[src/rtl/vga_sync_pkg.sv]
// +---------------------------------------------------------------------------+
// | vga_sync_pkg : shared widths, default 640x480 timing and output bundle     |
// | Rev 1.0                                                                    |
// +---------------------------------------------------------------------------+
`default_nettype none

package vga_sync_pkg;

  localparam int H_SIZE = 10;
  localparam int P_SIZE = 19;

  localparam int unsigned DEF_H_DISPLAY = 640;
  localparam int unsigned DEF_H_FRONT   = 16;
  localparam int unsigned DEF_H_SYNC    = 96;
  localparam int unsigned DEF_H_BACK    = 48;
  localparam int unsigned DEF_V_DISPLAY = 480;
  localparam int unsigned DEF_V_FRONT   = 10;
  localparam int unsigned DEF_V_SYNC    = 2;
  localparam int unsigned DEF_V_BACK    = 33;

  typedef logic [H_SIZE-1:0] coord_t;
  typedef logic [P_SIZE-1:0] paddr_t;

  typedef struct packed {
    logic   hsync;
    logic   vsync;
    logic   video_on;
    logic   frame_start;
    paddr_t pixel_addr;
    coord_t x;
    coord_t y;
  } vga_out_t;

  function automatic logic in_window(input coord_t val, input coord_t lo, input coord_t hi);
    return (val >= lo) && (val < hi);
  endfunction

endpackage

`default_nettype wire

[src/rtl/vga_counter.sv]
// +---------------------------------------------------------------------------+
// | vga_counter : modulo-N counter with enable, reset preset and wrap flag     |
// | Rev 1.0                                                                    |
// +---------------------------------------------------------------------------+
`default_nettype none

module vga_counter #(
  parameter int unsigned N      = 800,
  parameter int unsigned PRESET = N - 1,
  parameter int unsigned W      = 10
) (
  input  logic         clk,
  input  logic         rst_n,
  input  logic         i_en,
  output logic [W-1:0] o_count_next,
  output logic         o_wrap
);

  localparam logic [W-1:0] C_LAST   = W'(N - 1);
  localparam logic [W-1:0] C_PRESET = W'(PRESET);

  logic [W-1:0] count_q;
  logic [W-1:0] count_d;

  always_comb begin
    o_wrap  = (count_q == C_LAST);
    count_d = count_q;
    if (i_en) begin
      count_d = o_wrap ? '0 : count_q + 1'b1;
    end
    o_count_next = count_d;
  end

  always_ff @(posedge clk or negedge rst_n) begin
    if (!rst_n) begin
      count_q <= C_PRESET;
    end else begin
      count_q <= count_d;
    end
  end

endmodule

`default_nettype wire

[src/rtl/vga_sync.sv]
// +---------------------------------------------------------------------------+
// | vga_sync : VGA sync, video window, coordinates and linear pixel address    |
// | Rev 1.0                                                                    |
// +---------------------------------------------------------------------------+
`default_nettype none

module vga_sync
  import vga_sync_pkg::*;
#(
  parameter int unsigned H_DISPLAY = DEF_H_DISPLAY,
  parameter int unsigned H_FRONT   = DEF_H_FRONT,
  parameter int unsigned H_SYNC    = DEF_H_SYNC,
  parameter int unsigned H_BACK    = DEF_H_BACK,
  parameter int unsigned V_DISPLAY = DEF_V_DISPLAY,
  parameter int unsigned V_FRONT   = DEF_V_FRONT,
  parameter int unsigned V_SYNC    = DEF_V_SYNC,
  parameter int unsigned V_BACK    = DEF_V_BACK,
  parameter bit          H_POL     = 1'b0,
  parameter bit          V_POL     = 1'b0
) (
  input  logic              pixel_clk,
  input  logic              reset,
  input  logic              pixel_tick,
  output logic              vga_hsync,
  output logic              vga_vsync,
  output logic              video_on,
  output logic [P_SIZE-1:0] pixel_addr,
  output logic [H_SIZE-1:0] x_addr,
  output logic [H_SIZE-1:0] y_addr,
  output logic              frame_start
);

  localparam int unsigned H_TOTAL = H_DISPLAY + H_FRONT + H_SYNC + H_BACK;
  localparam int unsigned V_TOTAL = V_DISPLAY + V_FRONT + V_SYNC + V_BACK;

  localparam coord_t C_H_DISPLAY = coord_t'(H_DISPLAY);
  localparam coord_t C_V_DISPLAY = coord_t'(V_DISPLAY);
  localparam coord_t C_HS_START  = coord_t'(H_DISPLAY + H_FRONT);
  localparam coord_t C_HS_END    = coord_t'(H_DISPLAY + H_FRONT + H_SYNC);
  localparam coord_t C_VS_START  = coord_t'(V_DISPLAY + V_FRONT);
  localparam coord_t C_VS_END    = coord_t'(V_DISPLAY + V_FRONT + V_SYNC);

  localparam vga_out_t C_OUT_RESET = '{
    hsync:       ~H_POL,
    vsync:       ~V_POL,
    video_on:    1'b0,
    frame_start: 1'b0,
    pixel_addr:  '0,
    x:           '0,
    y:           '0
  };

  if ((H_DISPLAY < 1) || (H_FRONT < 1) || (H_SYNC < 1) || (H_BACK < 1) ||
      (V_DISPLAY < 1) || (V_FRONT < 1) || (V_SYNC < 1) || (V_BACK < 1) ||
      (H_TOTAL > (1 << H_SIZE)) || (V_TOTAL > (1 << H_SIZE)) ||
      (H_DISPLAY * V_DISPLAY > (1 << P_SIZE))) begin : g_param_check
    $error("vga_sync: illegal timing parameters");
  end

  coord_t   h_nxt;
  coord_t   v_nxt;
  logic     h_wrap;
  logic     v_wrap;
  logic     v_en;
  logic     next_origin;
  logic     von_nxt;
  vga_out_t out_q;
  vga_out_t out_d;

  assign v_en = pixel_tick & h_wrap;

  vga_counter #(
    .N      (H_TOTAL),
    .PRESET (H_TOTAL - 1),
    .W      (H_SIZE)
  ) u_h_counter (
    .clk          (pixel_clk),
    .rst_n        (reset),
    .i_en         (pixel_tick),
    .o_count_next (h_nxt),
    .o_wrap       (h_wrap)
  );

  vga_counter #(
    .N      (V_TOTAL),
    .PRESET (V_TOTAL - 1),
    .W      (H_SIZE)
  ) u_v_counter (
    .clk          (pixel_clk),
    .rst_n        (reset),
    .i_en         (v_en),
    .o_count_next (v_nxt),
    .o_wrap       (v_wrap)
  );

  // Both counters preset to their last value, so the first tick after reset also lands on (0,0).
  always_comb begin
    next_origin = pixel_tick & h_wrap & v_wrap;
    von_nxt     = (h_nxt < C_H_DISPLAY) && (v_nxt < C_V_DISPLAY);
    out_d       = out_q;
    if (pixel_tick) begin
      out_d.x           = h_nxt;
      out_d.y           = v_nxt;
      out_d.video_on    = von_nxt;
      out_d.frame_start = next_origin;
      out_d.hsync       = in_window(h_nxt, C_HS_START, C_HS_END) ? H_POL : ~H_POL;
      out_d.vsync       = in_window(v_nxt, C_VS_START, C_VS_END) ? V_POL : ~V_POL;
      if (von_nxt) begin
        out_d.pixel_addr = next_origin ? '0 : out_q.pixel_addr + 1'b1;
      end
    end
  end

  always_ff @(posedge pixel_clk or negedge reset) begin
    if (!reset) begin
      out_q <= C_OUT_RESET;
    end else begin
      out_q <= out_d;
    end
  end

  assign vga_hsync   = out_q.hsync;
  assign vga_vsync   = out_q.vsync;
  assign video_on    = out_q.video_on;
  assign frame_start = out_q.frame_start;
  assign pixel_addr  = out_q.pixel_addr;
  assign x_addr      = out_q.x;
  assign y_addr      = out_q.y;

endmodule

`default_nettype wire

[config.mk]
export PLATFORM = sky130hd
export DESIGN_NAME = vga_sync
export DESIGN_NICKNAME = d
export VERILOG_FILES = /design/src/rtl/vga_sync_pkg.sv /design/src/rtl/vga_counter.sv /design/src/rtl/vga_sync.sv
export SDC_FILE = /design/constraint.sdc
export NUM_CORES = 1
export LEC_CHECK = 0
export ABC_CLOCK_PERIOD_IN_PS = 3400
export BUFFER_PORTS_ARGS = -buffer_cell sky130_fd_sc_hd__buf_2
export CORE_MARGIN = 3
export CORE_UTILIZATION = 59
export CTS_BUF_LIST = sky130_fd_sc_hd__clkbuf_4 sky130_fd_sc_hd__clkbuf_8
export CTS_CLUSTER_SIZE = 40
export DETAILED_ROUTE_END_ITERATION = 7
export PLACE_DENSITY = 0.92
export SLEW_MARGIN = 0
export SYNTH_ARGS = -nofsm -noshare
export SYNTH_HDL_FRONTEND = slang
export SYNTH_SLANG_ARGS = --single-unit
[constraint.sdc]
create_clock -name pixel_clk -period 3.4 [get_ports pixel_clk]
set_clock_uncertainty 0.1 [all_clocks]
set_input_delay 0.68 -clock pixel_clk [delete_from_list [all_inputs] [get_ports pixel_clk]]
set_output_delay 0.68 -clock pixel_clk [all_outputs]
set_load 0.005 [all_outputs]
## Word-level counts from Yosys, hierarchy flattened

Index checks and enable logic that the tools add are counted.

| storage, ports and cells | value |
|---|---|
| bits of input ports | 3 |
| register bits after elaboration | 63 |
| word-level logic and storage cells | 33 |
| output and inout port bits | 43 |

| cells by class | value |
|---|---|
| reduce and logical (&&, ||, !) cells | 4 |
| bitwise gates (word level) | 2 |
| multiplexer cells | 7 |
| add/subtract/negate cells | 3 |
| eq/ne operators | 2 |
| $lt $le $gt $ge | 6 |

Operators by type and width:

| cell | number |
|---|---|
| 2-to-1 mux 10 bit | 4 |
| adder 10 x 1 -> 10 bit (second input constant) | 2 |
| equality test 10 bit (second input constant) | 2 |
| less-than comparator 10 bit (second input constant) | 2 |
| less-than comparator 10 x 9 -> 1 bit (second input constant) | 2 |
| adder 19 x 1 -> 19 bit (second input constant) | 1 |
| 2-to-1 mux 19 bit | 1 |
| >= comparator 10 bit (second input constant) | 1 |
| >= comparator 10 x 9 -> 1 bit (second input constant) | 1 |
| logical AND 1 bit | 3 |
| bitwise AND 1 bit | 2 |
| 2-to-1 mux 1 bit | 2 |
| AND reduction 2 bit | 1 |

## Depth between registers and ports, before layout

| depth | value |
|---|---|
| word-level depth | 6 |
| depth in mapped cells | 11 |
| depth with buffers taken out | 9 |

## Modules after synthesis

From an unflattened synthesis, not the netlist that was laid out.

| unflattened totals | value |
|---|---|
| cells, all modules | 278 |
| area total of the unflattened synthesis | 3131.8 µm² |

By module, submodules not included:

| module | sequential area each (µm²) | times used | area an instance (µm²) | cells an instance |
|---|---|---|---|---|
| vga_sync | 1078.5 | 1 | 2042.0 | 174 |
| vga_counter at u_h_counter | 259.0 | 1 | 549.3 | 52 |
| vga_counter at u_v_counter | 254.0 | 1 | 540.5 | 52 |

## Worst setup path after synthesis

No wires, ideal clock.

| path | value |
|---|---|
| path type | reg2reg |
| from | register u_h_counter.count_q[0] |
| to | register out_q, in the netlist pixel_addr[13] |
| buffers on the path | 1 |
| clock period less this slack | 2804 ps |
| cell stages (with the launch flop) | 10 |
| arrival time | 2585 ps |
| path slack | 596 ps |
| cells stage by stage | dfstp_2 > ha_1 > nand2_2 > nor4b_4 > nand3_1 > xor2_1 > o41ai_4 > buf_4 > o31a_1 > o21a_1 |

| between the ends | value |
|---|---|
| word-level cells in the longest chain between the ends | 6 |
| elaborated cells on any way between the ends | 12 |

Ends and longest elaborated chain:

| element | RTL line | RTL |
|---|---|---|
| start, declared | vga_counter.sv:22 | `logic [W-1:0] count_q;` |
| start signal, assigned | vga_counter.sv:38 | `count_q <= count_d;` |
| adder 10 x 1 -> 10 bit or equality test 10 bit (tied branches) | vga_counter.sv:29, vga_counter.sv:26 |  |
| 2-to-1 mux 10 bit or bitwise AND 1 bit (tied branches) | vga_counter.sv:29, vga_sync.sv:70, vga_sync.sv:98 |  |
| 2-to-1 mux 10 bit | vga_counter.sv:28 | `if (i_en) begin` |
| less-than comparator 10 bit or less-than comparator 10 x 9 -> 1 bit (tied branches) | vga_sync.sv:99 | `von_nxt = (h_nxt < C_H_DISPLAY) && (v_nxt < C_V_DISPLAY);` |
| logical AND 1 bit | vga_sync.sv:99 |  |
| AND reduction 2 bit (no source line) | n/a |  |
| end signal, assigned | vga_sync.sv:118 | `out_q <= out_d;` |
| end, declared | vga_sync.sv:67 | `vga_out_t out_q;` |

Parallel ways exist; a longest one is shown, timed or not.
A chain may end at the register's enable or synchronous reset.

## Worst setup path in the final report

| path | value |
|---|---|
| from | register u_h_counter.count_q[0] |
| to | register out_q, in the netlist pixel_addr[4] |

Same word-level chain as after synthesis.

==> flow_metrics.py <==
metrics = {
    "drt": {
        "drc": 0,
        "vias": 2663,
        "first_pass_iters": 4,
        "drt-met1-wl_um": 3170,
        "drtAntennaViolNets": 0,
        "dr.first_iter.drc_count": 175,
        "wl_met2_um": 3590,
        "top_layer": "met4",
        "routed_via_density": 5.89,
        "wl_per_cell_um": 16.1,
        "met3_length_um": 391,
        "wl_um": 7260,
    },
    "logic_synthesis": {
        "ys_seq_elements": 63,
        "yosys.area.top_type_share_pct": 39.1,
        "yosys_warnings": 0,
        "yosys.area.top_type": "dfrtp_1",
        "yosysUniqueCellTypes": 54,
        "avgSynthCellArea_um2": 10.1,
        "syn_nets": 331,
        "synth_edf_count": 0,
        "synth.yosys.seq_area_share_pct": 48.7,
        "syn_inst": 324,
        "dominantRegCellSynth": "dfrtp_1",
        "syn_area_um2": 3270,
        "ys_async_sr_fraction_pct": 100,
        "synth_area_leaders": "dfrtp_1, dfstp_2, a21oi_1, nand4_1, nor2_1",
    },
    "cts": {
        "cts_tree": "done",
        "h-tree-depth": 3,
        "cts_resized": 0,
        "cts_inserted_buffers": 9,
        "cts_setup_buffers": 0,
        "cts_hold_buffers": 0,
        "clock_sinks": 63,
        "cts_root_buffer": "clkbuf_8",
        "clk_latency_ns": 0.35,
        "cts_buffer_depth": 2,
        "clk_pin_slew_ns": 0.07,
    },
    "floorplanning": {
        "die_x_um": 80.4,
        "io_pins": 46,
        "start_util_pct": 62.4,
        "dieArea_um2": 6470,
        "core_um2": 5240,
        "die_h_um": 80.4,
        "row_count": 26,
    },
    "grt": {
        "grt_start_max_net_pins": 44,
        "grt_use_total_pct": 24.6,
        "grt_first_pass_wirelength_um": 12300,
        "grt_pass1_vias": 2629,
        "antenna_found_initial": 0,
        "grt-ovfl-total": 0,
    },
    "placement": {
        "hpwl_um": 5140,
        "portBuffers": 45,
        "routabilityCongestion": 0.857,
    },
    "layout": {
        "area_growth_pct": 15.0,
        "final_layout_size_suffix_gt1_share_pct": 25.7,
        "multi_input_area_um2": 1480,
        "seq_area_um2": 1590,
        "nNetsFinal": 384,
        "fillers": 380,
        "antenna_cells": 0,
        "final_core_util_pct": 71.8,
    },
    "setup_path": {
        "r2r_setup_slack_ns": 0.21,
        "crit_fanout": 35,
        "worstPathRequired_ns": 3.57,
        "cp-end-kind": "flop",
        "worstPathArrival_ns": 3.36,
        "crit_path_end": "pixel_addr[4]$_DFFE_PN0P_",
        "r2r-start": "u_h_counter.count_q[0]$_DFF_PN1_",
        "worst_setup_path_start_kind": "flop",
        "setup.worst_path.start": "u_h_counter.count_q[0]$_DFF_PN1_",
        "r2r-end": "pixel_addr[4]$_DFFE_PN0P_",
        "rr_worst_depth": 8,
        "worst-setup-path-type": "reg -> reg",
    },
    "pwr": {
        "powerDensity_nw_per_um2": 555,
        "p_leak_nw": 1.80,
        "p_total_mw": 2.09,
        "vdd_ir_drop_max_mv": 0.409,
    },
    "sta": {
        "hold_viol": 0,
        "fmax_ghz": 0.313,
        "rsz0062_at_grt": "false",
        "min_period_ns": 3.19,
        "setup_viol": 0,
        "slew_headroom_pct": 58.2,
        "finalSetupTns_ns": 0,
        "drv_slew": 0,
        "worst_slew_pin_slew_ns": 0.619,
        "period_share_pct": 93.9,
    },
    "outcome": {
        "status": "completed",
    },
    "min_path": {
        "min_path_type": "in -> async",
    },
    "flow_run": {
        "cap_violations": 0,
    },
}
critical path, cell delays in order, from the launching register on:
cell	delay, ns
dfstp_2	0.60
ha_1	0.32
nand2_2	0.17
o41ai_1	0.61
a211o_1	0.28
o41ai_4	0.09
buf_4	0.25
or4_1	0.53
a21oi_1	0.17
final cells by class:
class                           instances  share of cell area, %
Multi-Input combinational cell        228                   39.4
Inverter                               20                   2.00
Tap cell                               70                   2.33
Sequential cell                        63                   42.3
Clock buffer                           12                   4.06
Timing Repair Buffer                   55                   7.99
Clock inverter                          4                   1.86
cell usage after synthesis (3+ instances only):
master and number:
nand2_1 23, nor2_1 25, nor4_1 4, and3_1 5, nand2b_1 3, o21ai_0 15
dfrtp_1 51, ha_1 4, inv_1 20, nand3_1 16, clkbuf_1 4, a21oi_1 23
o21ai_1 5, or4_1 8, o211ai_1 4, xnor2_1 9, o31ai_1 5, or3_1 11
xor2_1 8, buf_6 6, nor3_1 3, mux2_2 5, and4_1 5, dfstp_2 12
nand4_1 15
placed cells by master, fill, tap and decap left out, drive strengths merged, types with 3 or more instances in the layout:
cell type  instances
mux2               5
and4               5
ha                 4
or4                8
nand3             18
o21ai             20
nor3               3
dfrtp             51
clkbuf            12
dfstp             12
nand2b             3
a21oi             24
nor2              25
nand4             15
nor4               4
o211ai             4
inv               20
or3               11
nand2             24
and3               6
xnor2              9
xor2               8
buf               55
o31ai              5
kinds of logic after synthesis:
logic type               synth area share [%]
AO/OA/AOI/OAI                            14.1
buffers and inverters                    5.93
adder cells (fa/ha/maj)                  1.53
XOR/XNOR                                 4.56
flip-flops                               48.7
multiplexers                             2.34
AND/OR/NAND/NOR                          22.8
through the flow:
stage          hold slack, ns  std cells  setup WS [ns]  instance area [um2]
6_report                0.177        452          0.208                 3760
5_1_grt                 0.196        452         0.0845                 3760
4_1_cts                 0.185        452          0.248                 3760
3_5_place_dp            0.387        436          0.274                 3540
3_3_place_gp            0.381        436          0.482                 3540
2_1_floorplan           0.284        324          0.596                 3270
how the worst min path moves through the flow:
stage	slack (ns)	from	cells after the start	to
2_1_floorplan	0.28	reset	0	frame_start$_DFFE_PN0P_
3_3_place_gp	0.38	y_addr[9]$_DFFE_PN0P_	2	y_addr[9]$_DFFE_PN0P_
3_5_place_dp	0.39	y_addr[9]$_DFFE_PN0P_	2	y_addr[9]$_DFFE_PN0P_
4_1_cts	0.18	reset	1	pixel_addr[9]$_DFFE_PN0P_
5_1_grt	0.20	reset	1	pixel_addr[9]$_DFFE_PN0P_
6_report	0.18	reset	1	pixel_addr[9]$_DFFE_PN0P_
power breakdown:
group / total, mW / internal [mW] / switching (mW)
clock network: 0.730 / 0.447 / 0.283
logic: 0.349 / 0.163 / 0.186
registers: 1.01 / 0.870 / 0.138
total: 2.09 / 1.48 / 0.607
sequential cells by signal (all words and copies together), names as in the netlist:
register             flops
u_h_counter.count_q     10
x_addr                  10
vga_hsync                1
video_on                 1
pixel_addr              19
vga_vsync                1
frame_start              1
y_addr                  10
u_v_counter.count_q     10
metal layers:
metal  vias up  track usage, %
met4         0            11.7
met2        89            40.3
met5         -               0
li1       1290               -
met3         9            4.60
met1      1275            31.4
Power figures use the tool's default switching activity.
